<file path="src/rtl/pc_ctrl_irq_stack.sv">
// pc_ctrl_irq_stack: program-counter controller for the ez8 pipeline with an
// integrated return stack, prioritised vectored interrupts and kill generation.
// Optional feature: define PC_CTRL_STACK_WRAP_EN for a circular return stack
// that overwrites its oldest entry on overflow instead of faulting.
module pc_ctrl_irq_stack #(
    parameter int unsigned PC_W        = 12,
    parameter int unsigned STACK_DEPTH = 8,
    parameter int unsigned N_IRQ       = 4,
    parameter int unsigned VEC_BASE    = 4,
    parameter int unsigned VEC_STRIDE  = 2
) (
    input  logic                             clk_i,
    input  logic                             rst_ni,
    input  logic                             pause_i,
    input  logic                             skip_i,
    input  logic                             goto_i,
    input  logic                             call_i,
    input  logic                             ret_i,
    input  logic                             reti_i,
    input  logic [PC_W-1:0]                  goto_addr_i,
    input  logic [N_IRQ-1:0]                 irq_req_i,
    output logic [PC_W-1:0]                  pc_out_o,
    output logic                             kill_o,
    output logic                             save_accum_o,
    output logic [N_IRQ-1:0]                 irq_ack_o,
    output logic                             irq_en_o,
    output logic [$clog2(STACK_DEPTH+1)-1:0] stack_level_o,
    output logic                             stopped_o,
    output logic                             error_o
);

    localparam int unsigned LvlW = $clog2(STACK_DEPTH + 1);
    localparam int unsigned PtrW = $clog2(STACK_DEPTH);
    localparam int unsigned IdxW = (N_IRQ > 1) ? $clog2(N_IRQ) : 1;

`ifdef PC_CTRL_STACK_WRAP_EN
    localparam bit WrapEn = 1'b1;
`else
    localparam bit WrapEn = 1'b0;
`endif

    typedef enum logic [1:0] {StRun, StWait, StSave} state_e;

    state_e            state_q, state_d;
    logic [PC_W-1:0]   pc_q, pc_d;
    logic [1:0]        kill_q, kill_d;
    logic [LvlW-1:0]   level_q, level_d;
    logic [PtrW-1:0]   ptr_q, ptr_d;
    logic              irq_en_q, irq_en_d;
    logic [IdxW-1:0]   irq_sel_q, irq_sel_d;
    logic              stop_wait_q, stop_wait_d;
    logic              stopped_q, stopped_d;
    logic              error_q, error_d;
    logic              save_accum_q, save_accum_d;
    logic [N_IRQ-1:0]  irq_ack_q, irq_ack_d;

    logic [PC_W-1:0]   stack_q [STACK_DEPTH];

    logic              push, pop;
    logic              full, empty, overflow;
    logic [PtrW-1:0]   ptr_inc, ptr_dec;
    logic [IdxW-1:0]   lowest;
    logic [PC_W-1:0]   vec_pc;
    logic              pending;

    assign full     = (level_q == LvlW'(STACK_DEPTH));
    assign empty    = (level_q == '0);
    // Overflow only faults when the stack is not circular.
    assign overflow = full & ~WrapEn;
    assign ptr_inc  = (ptr_q == PtrW'(STACK_DEPTH - 1)) ? '0 : ptr_q + 1'b1;
    assign ptr_dec  = (ptr_q == '0) ? PtrW'(STACK_DEPTH - 1) : ptr_q - 1'b1;
    assign pending  = irq_en_q & (|irq_req_i);
    assign vec_pc   = PC_W'(VEC_BASE) + PC_W'(irq_sel_q) * PC_W'(VEC_STRIDE);

    // Lowest-index active request wins.
    always_comb begin
        lowest = '0;
        for (int i = N_IRQ - 1; i >= 0; i--) begin
            if (irq_req_i[i]) lowest = IdxW'(i);
        end
    end

    // State register.
    always_ff @(posedge clk_i or negedge rst_ni) begin
        if (!rst_ni) state_q <= StRun;
        else         state_q <= state_d;
    end

    // Next-state and datapath decision, first matching rule wins.
    always_comb begin
        state_d      = state_q;
        pc_d         = pc_q;
        kill_d       = kill_q;
        level_d      = level_q;
        ptr_d        = ptr_q;
        irq_en_d     = irq_en_q;
        irq_sel_d    = irq_sel_q;
        stop_wait_d  = stop_wait_q;
        stopped_d    = stopped_q;
        error_d      = error_q;
        save_accum_d = 1'b0;
        irq_ack_d    = '0;
        push         = 1'b0;
        pop          = 1'b0;

        if (!pause_i && !stopped_q) begin
            if (state_q == StSave) begin
                if (overflow) begin
                    error_d   = 1'b1;
                    stopped_d = 1'b1;
                end else begin
                    push = 1'b1;
                end
                pc_d         = vec_pc;
                kill_d       = {kill_q[0], 1'b1};
                save_accum_d = 1'b1;
                irq_ack_d    = N_IRQ'(1) << irq_sel_q;
                irq_en_d     = 1'b0;
                state_d      = StRun;
            end else if (state_q == StWait) begin
                if (skip_i && !kill_q[1]) pc_d = pc_q + 1'b1;
                kill_d  = {kill_q[0], 1'b1};
                state_d = StSave;
            end else if (skip_i && !kill_q[1]) begin
                if (pending) begin
                    kill_d    = 2'b11;
                    irq_sel_d = lowest;
                    state_d   = StSave;
                end else begin
                    kill_d = 2'b10;
                    pc_d   = pc_q + 1'b1;
                end
            end else if (goto_i && !kill_q[0]) begin
                if (call_i) begin
                    if (overflow) begin
                        error_d   = 1'b1;
                        stopped_d = 1'b1;
                    end else begin
                        push = 1'b1;
                    end
                end
                pc_d   = goto_addr_i;
                kill_d = {kill_q[0], 1'b1};
                if (pending) begin
                    irq_sel_d = lowest;
                    state_d   = StSave;
                end
            end else if ((ret_i || reti_i) && !kill_q[0]) begin
                if (empty) begin
                    if (ret_i) begin
                        stop_wait_d = 1'b1;
                    end else begin
                        error_d   = 1'b1;
                        stopped_d = 1'b1;
                    end
                end else begin
                    pop  = 1'b1;
                    pc_d = stack_q[ptr_dec];
                    if (ret_i) begin
                        if (pending) begin
                            irq_sel_d = lowest;
                            state_d   = StSave;
                        end
                    end else begin
                        // reti re-enables interrupts, so any request is pending.
                        irq_en_d = 1'b1;
                        if (|irq_req_i) begin
                            irq_sel_d = lowest;
                            state_d   = StSave;
                        end
                    end
                end
                kill_d = {kill_q[0], 1'b1};
            end else if (stop_wait_q) begin
                stopped_d   = 1'b1;
                stop_wait_d = 1'b0;
                kill_d      = {kill_q[0], 1'b1};
            end else begin
                if (pending) begin
                    kill_d    = {kill_q[0], 1'b1};
                    irq_sel_d = lowest;
                    state_d   = StWait;
                end else begin
                    kill_d = {kill_q[0], 1'b0};
                    pc_d   = pc_q + 1'b1;
                end
            end

            if (push) begin
                ptr_d = ptr_inc;
                // A circular stack saturates its level once full.
                if (!full) level_d = level_q + 1'b1;
            end else if (pop) begin
                ptr_d   = ptr_dec;
                level_d = level_q - 1'b1;
            end
        end
    end

    // Datapath and flag registers.
    always_ff @(posedge clk_i or negedge rst_ni) begin
        if (!rst_ni) begin
            pc_q         <= '0;
            kill_q       <= 2'b11;
            level_q      <= '0;
            ptr_q        <= '0;
            irq_en_q     <= 1'b1;
            irq_sel_q    <= '0;
            stop_wait_q  <= 1'b0;
            stopped_q    <= 1'b0;
            error_q      <= 1'b0;
            save_accum_q <= 1'b0;
            irq_ack_q    <= '0;
        end else begin
            pc_q         <= pc_d;
            kill_q       <= kill_d;
            level_q      <= level_d;
            ptr_q        <= ptr_d;
            irq_en_q     <= irq_en_d;
            irq_sel_q    <= irq_sel_d;
            stop_wait_q  <= stop_wait_d;
            stopped_q    <= stopped_d;
            error_q      <= error_d;
            save_accum_q <= save_accum_d;
            irq_ack_q    <= irq_ack_d;
        end
    end

    // Return-stack storage; validity is tracked by level_q, so no reset needed.
    always_ff @(posedge clk_i) begin
        if (push) stack_q[ptr_q] <= pc_q;
    end

    // Outputs.
    always_comb begin
        pc_out_o      = pc_q;
        kill_o        = kill_q[1];
        save_accum_o  = save_accum_q;
        irq_ack_o     = irq_ack_q;
        irq_en_o      = irq_en_q;
        stack_level_o = level_q;
        stopped_o     = stopped_q;
        error_o       = error_q;
    end

endmodule

</file>
<file path="config.mk">
export PLATFORM = sky130hd
export DESIGN_NAME = pc_ctrl_irq_stack
export DESIGN_NICKNAME = d
export VERILOG_FILES = /design/src/rtl/pc_ctrl_irq_stack.sv
export SDC_FILE = /design/constraint.sdc
export NUM_CORES = 1
export LEC_CHECK = 0
export BUFFER_PORTS_ARGS = -buffer_cell sky130_fd_sc_hd__buf_2
export CAP_MARGIN = 20
export CORE_UTILIZATION = 25
export CTS_CLUSTER_DIAMETER = 200
export DETAILED_ROUTE_END_ITERATION = 8
export PLACE_DENSITY_LB_ADDON = 0.08
export SYNTH_ARGS = -nofsm -noshare
export SYNTH_HDL_FRONTEND = slang
export SYNTH_SLANG_ARGS = --single-unit
</file>
<file path="constraint.sdc">
create_clock -name clk_i -period 7.5 [get_ports clk_i]
set_input_delay 1.5 -clock clk_i [delete_from_list [all_inputs] [get_ports clk_i]]
set_output_delay 1.5 -clock clk_i [all_outputs]
set_load 0.05 [all_outputs]
</file>
==> impl_metrics.env <==
export IMPL_power_frac_seq_pct=32.1
export IMPL_finalSetupTns_ns=0
export IMPL_reg2reg_to="pc_out_o[6]"
export IMPL_fp_row_count=57
export IMPL_fin_crit_ns=3.94
export IMPL_required_ns=7.53
export IMPL_regToRegSetupSlack_ns=3.64
export IMPL_slew_viol_final=0
export IMPL_syn_area_um2=6340
export IMPL_vias=4513
export IMPL_swShare_pct=44.9
export IMPL_first_pass_iters=5
export IMPL_dieWidth_um=161
export IMPL_die_height_um=161
export IMPL_peakVddDrop_v=0.000208
export IMPL_fill_cells=2525
export IMPL_r2r_cells=9
export IMPL_cp_end_kind="flop"
export IMPL_htree_levels=4
export IMPL_placed_cells=852
export IMPL_hold_viol_final=0
export IMPL_dp_hpwl_um=14200
export IMPL_vias_per_cell=5.11
export IMPL_status="complete, no violations"
export IMPL_power_frac_clock_pct=24.0
export IMPL_synth_warnings=0
export IMPL_tightestPinTransition_ns=1.04
export IMPL_p_per_area_nw_per_um2=463
export IMPL_critical_path_class="input port to flop"
export IMPL_synth_async_reset_ratio_pct=26.2
export IMPL_synth_edff_count=96
export IMPL_hold_class="flop to flop"
export IMPL_avgSynthCellArea_um2=12.8
export IMPL_wl_per_cell_um=23.5
export IMPL_clk_pin_slew_ns=0.06
export IMPL_internal_power_mw=1.93
export IMPL_holdPathStages=1
export IMPL_clock_root_buffer="clkbuf_16"
export IMPL_setup_viol=0
export IMPL_core_region_area_um2=24600
export IMPL_antenna_found_initial=1
export IMPL_cap_violations=0
export IMPL_first_global_vias=4645
export IMPL_arrival_ns=3.98
export IMPL_gp_congestion=0.798
export IMPL_synth_nets=528
export IMPL_cts_buffers=17
export IMPL_cts_hold_buf=0
export IMPL_grtUsageTotal_pct=16.6
export IMPL_dieArea_um2=26000
export IMPL_post_cts_resized=0
export IMPL_final_util_pct=30.7
export IMPL_p_switching_mw=1.57
export IMPL_dpl_instance_area_um2=6970
export IMPL_p_leak_nw=2.71
export IMPL_io_pin_count=49
export IMPL_ys_types=83
export IMPL_grt_overflow_total=0
export IMPL_cp_endpoint="stack_q[7][2]"
export IMPL_grt_max_degree=38
export IMPL_synth_cells=496
export IMPL_synth_seq_area_share_pct=58.9
export IMPL_fin_crit_sh_pct=52.6
export IMPL_relSlewSlack_pct=30.4
export IMPL_postCtsSetupBuffers=0
export IMPL_n_antenna_cell=0
export IMPL_initial_core_util_pct=25.8
export IMPL_ys_ff_latch=130
export IMPL_hold_ws_ns=0.477
export IMPL_grt_first_pass_wirelength_um=31000
export IMPL_cp_start_kind="input port"
export IMPL_clockBufferDepth=2
export IMPL_finClkSkew_ns=0.00755
export IMPL_instances_no_fill=883
export IMPL_finalWirelength_um=20700
export IMPL_p_comb_share_pct=43.9
export IMPL_clkSinkCount=130
export IMPL_synthFlopType="edfxtp_1"
export IMPL_finish_instance_area_um2=7560
export IMPL_clkLatencyLatePin_ns=0.41
export IMPL_cp_startpoint="skip_i"
export IMPL_fin_nets=579
export IMPL_worstPathMaxFanout=13
export IMPL_r2r_start="ptr_q[0]"
export IMPL_rsz0062_at_grt="false"
export IMPL_first_iter_violations=378
export IMPL_port_buffers=48
export IMPL_drtAntennaViolNets=0
export IMPL_drc=0
export IMPL_area_growth_pct=19.2
export IMPL_cts_tree="yes"
export IMPL_drive_gt1_share_pct=23.6
export IMPL_max_freq_mhz=254
-- area by class of cell --
| class | count | area (um^2) | area share [%] |
|---|---|---|---|
| Sequential cell | 130 | 3740 | 49.5 |
| Multi-Input combinational cell | 319 | 2420 | 32.0 |
| Clock buffer | 18 | 429 | 5.68 |
| Tap cell | 324 | 405 | 5.36 |
| Timing Repair Buffer | 61 | 338 | 4.47 |
| Clock inverter | 13 | 161 | 2.14 |
| Inverter | 18 | 67.6 | 0.894 |
-- power by group through the flow --
stage                     clock network [mW]  registers [mW]  logic, mW
after CTS                              0.859            1.13       1.54
after floorplan                            0            1.24      0.858
after global routing                   0.891            1.14       1.66
after global placement                     0            1.15       1.55
after detailed placement                   0            1.14       1.54
final                                  0.839            1.12       1.53
-- per-layer routing --
layer / share of wire, % / vias to the layer above / GRT usage (%) / routed length, um
li1: - / 2076 / - / -
met5: 0 / - / 0 / 0
met3: 3.7 / 20 / 3.08 / 767
met2: 47 / 122 / 26.2 / 9690
met4: 1.5 / 0 / 4.97 / 307
met1: 48 / 2295 / 23.0 / 9950
-- worst min path at each step --
stage | from | endpoint | slack (ns)
final | error_o | error_o | 0.48
after global routing | error_o | error_o | 0.50
after CTS | error_o | error_o | 0.48
after detailed placement | error_o | error_o | 0.46
after global placement | error_o | error_o | 0.46
after floorplan | irq_sel_q[0] | irq_ack_o[0] | 0.48
-- through the flow --
step                      power [mW]  worst slack (ns)
after floorplan                 2.10              3.51
after global placement          2.70              3.16
after detailed placement        2.68              3.11
after CTS                       3.53              3.56
after global routing            3.69              3.39
final                           3.50              3.56
-- worst max-delay path, stage by stage --
cell and delay (ns):
buf_2 0.10, nand2b_1 0.38, a41o_1 0.44, and2_0 0.39, nand3_1 0.28, nor2_1 0.87
-- logic make-up after synthesis --
kind of cell / Yosys count / synth area share (%)
XOR/XNOR: 4 / 0.553
AND/OR/NAND/NOR: 131 / 11.2
flip-flops: 130 / 58.9
multiplexers: 33 / 7.56
adder cells (fa/ha/maj): 8 / 1.58
AO/OA/AOI/OAI: 143 / 16.7
buffers and inverters: 47 / 3.53
-- placed cells by master, fill, tap and decap left out, types with 4 or more instances in the layout --
master and count:
nor3_1 12, o21ai_0 16, nor2b_1 6, o41ai_1 4, nand2b_1 5, a211oi_1 11, nand2_1 24, dfrtp_1 31
a221oi_1 10, mux4_2 11, nor3b_1 6, buf_2 48, buf_4 13, a211o_1 4, nand3_1 9, and4_1 4
o21bai_1 6, nor2_1 30, a31oi_1 6, mux2i_1 15, ha_1 8, a21oi_1 35, nor4_1 4, nor3_2 4
clkbuf_16 17, inv_1 15, mux2_2 5, edfxtp_1 96, a22o_1 4
-- state kept, by name, indices dropped and copies added (netlist names) --
name,count
stopped_o,1
irq_sel_q,2
kill_q,2
stack_q,96
irq_ack_o,4
irq_en_o,1
pc_out_o,12
save_accum_o,1
state_q,2
stack_level_o,4
stop_wait_q,1
ptr_q,3
error_o,1
-- Yosys cell counts (6+ instances only) --
master	n	area [um^2]
ha_1	8	100
o21ai_0	16	80.1
dfrtp_1	31	776
o21bai_1	6	45.0
a221oi_1	10	87.6
a31oi_1	6	37.5
edfxtp_1	96	2880
inv_1	15	56.3
nor3b_1	6	45.0
nand3_1	9	45.0
buf_2	10	50.1
nor2_1	30	113
a211oi_1	11	82.6
nor2b_1	6	37.5
nor3_1	16	80.1
nand2_1	24	90.1
mux2i_1	15	150
a21oi_1	35	175
mux4_2	11	248
clkbuf_1	9	33.8
nor4_1	7	43.8
Power figures use the tool's default switching activity.
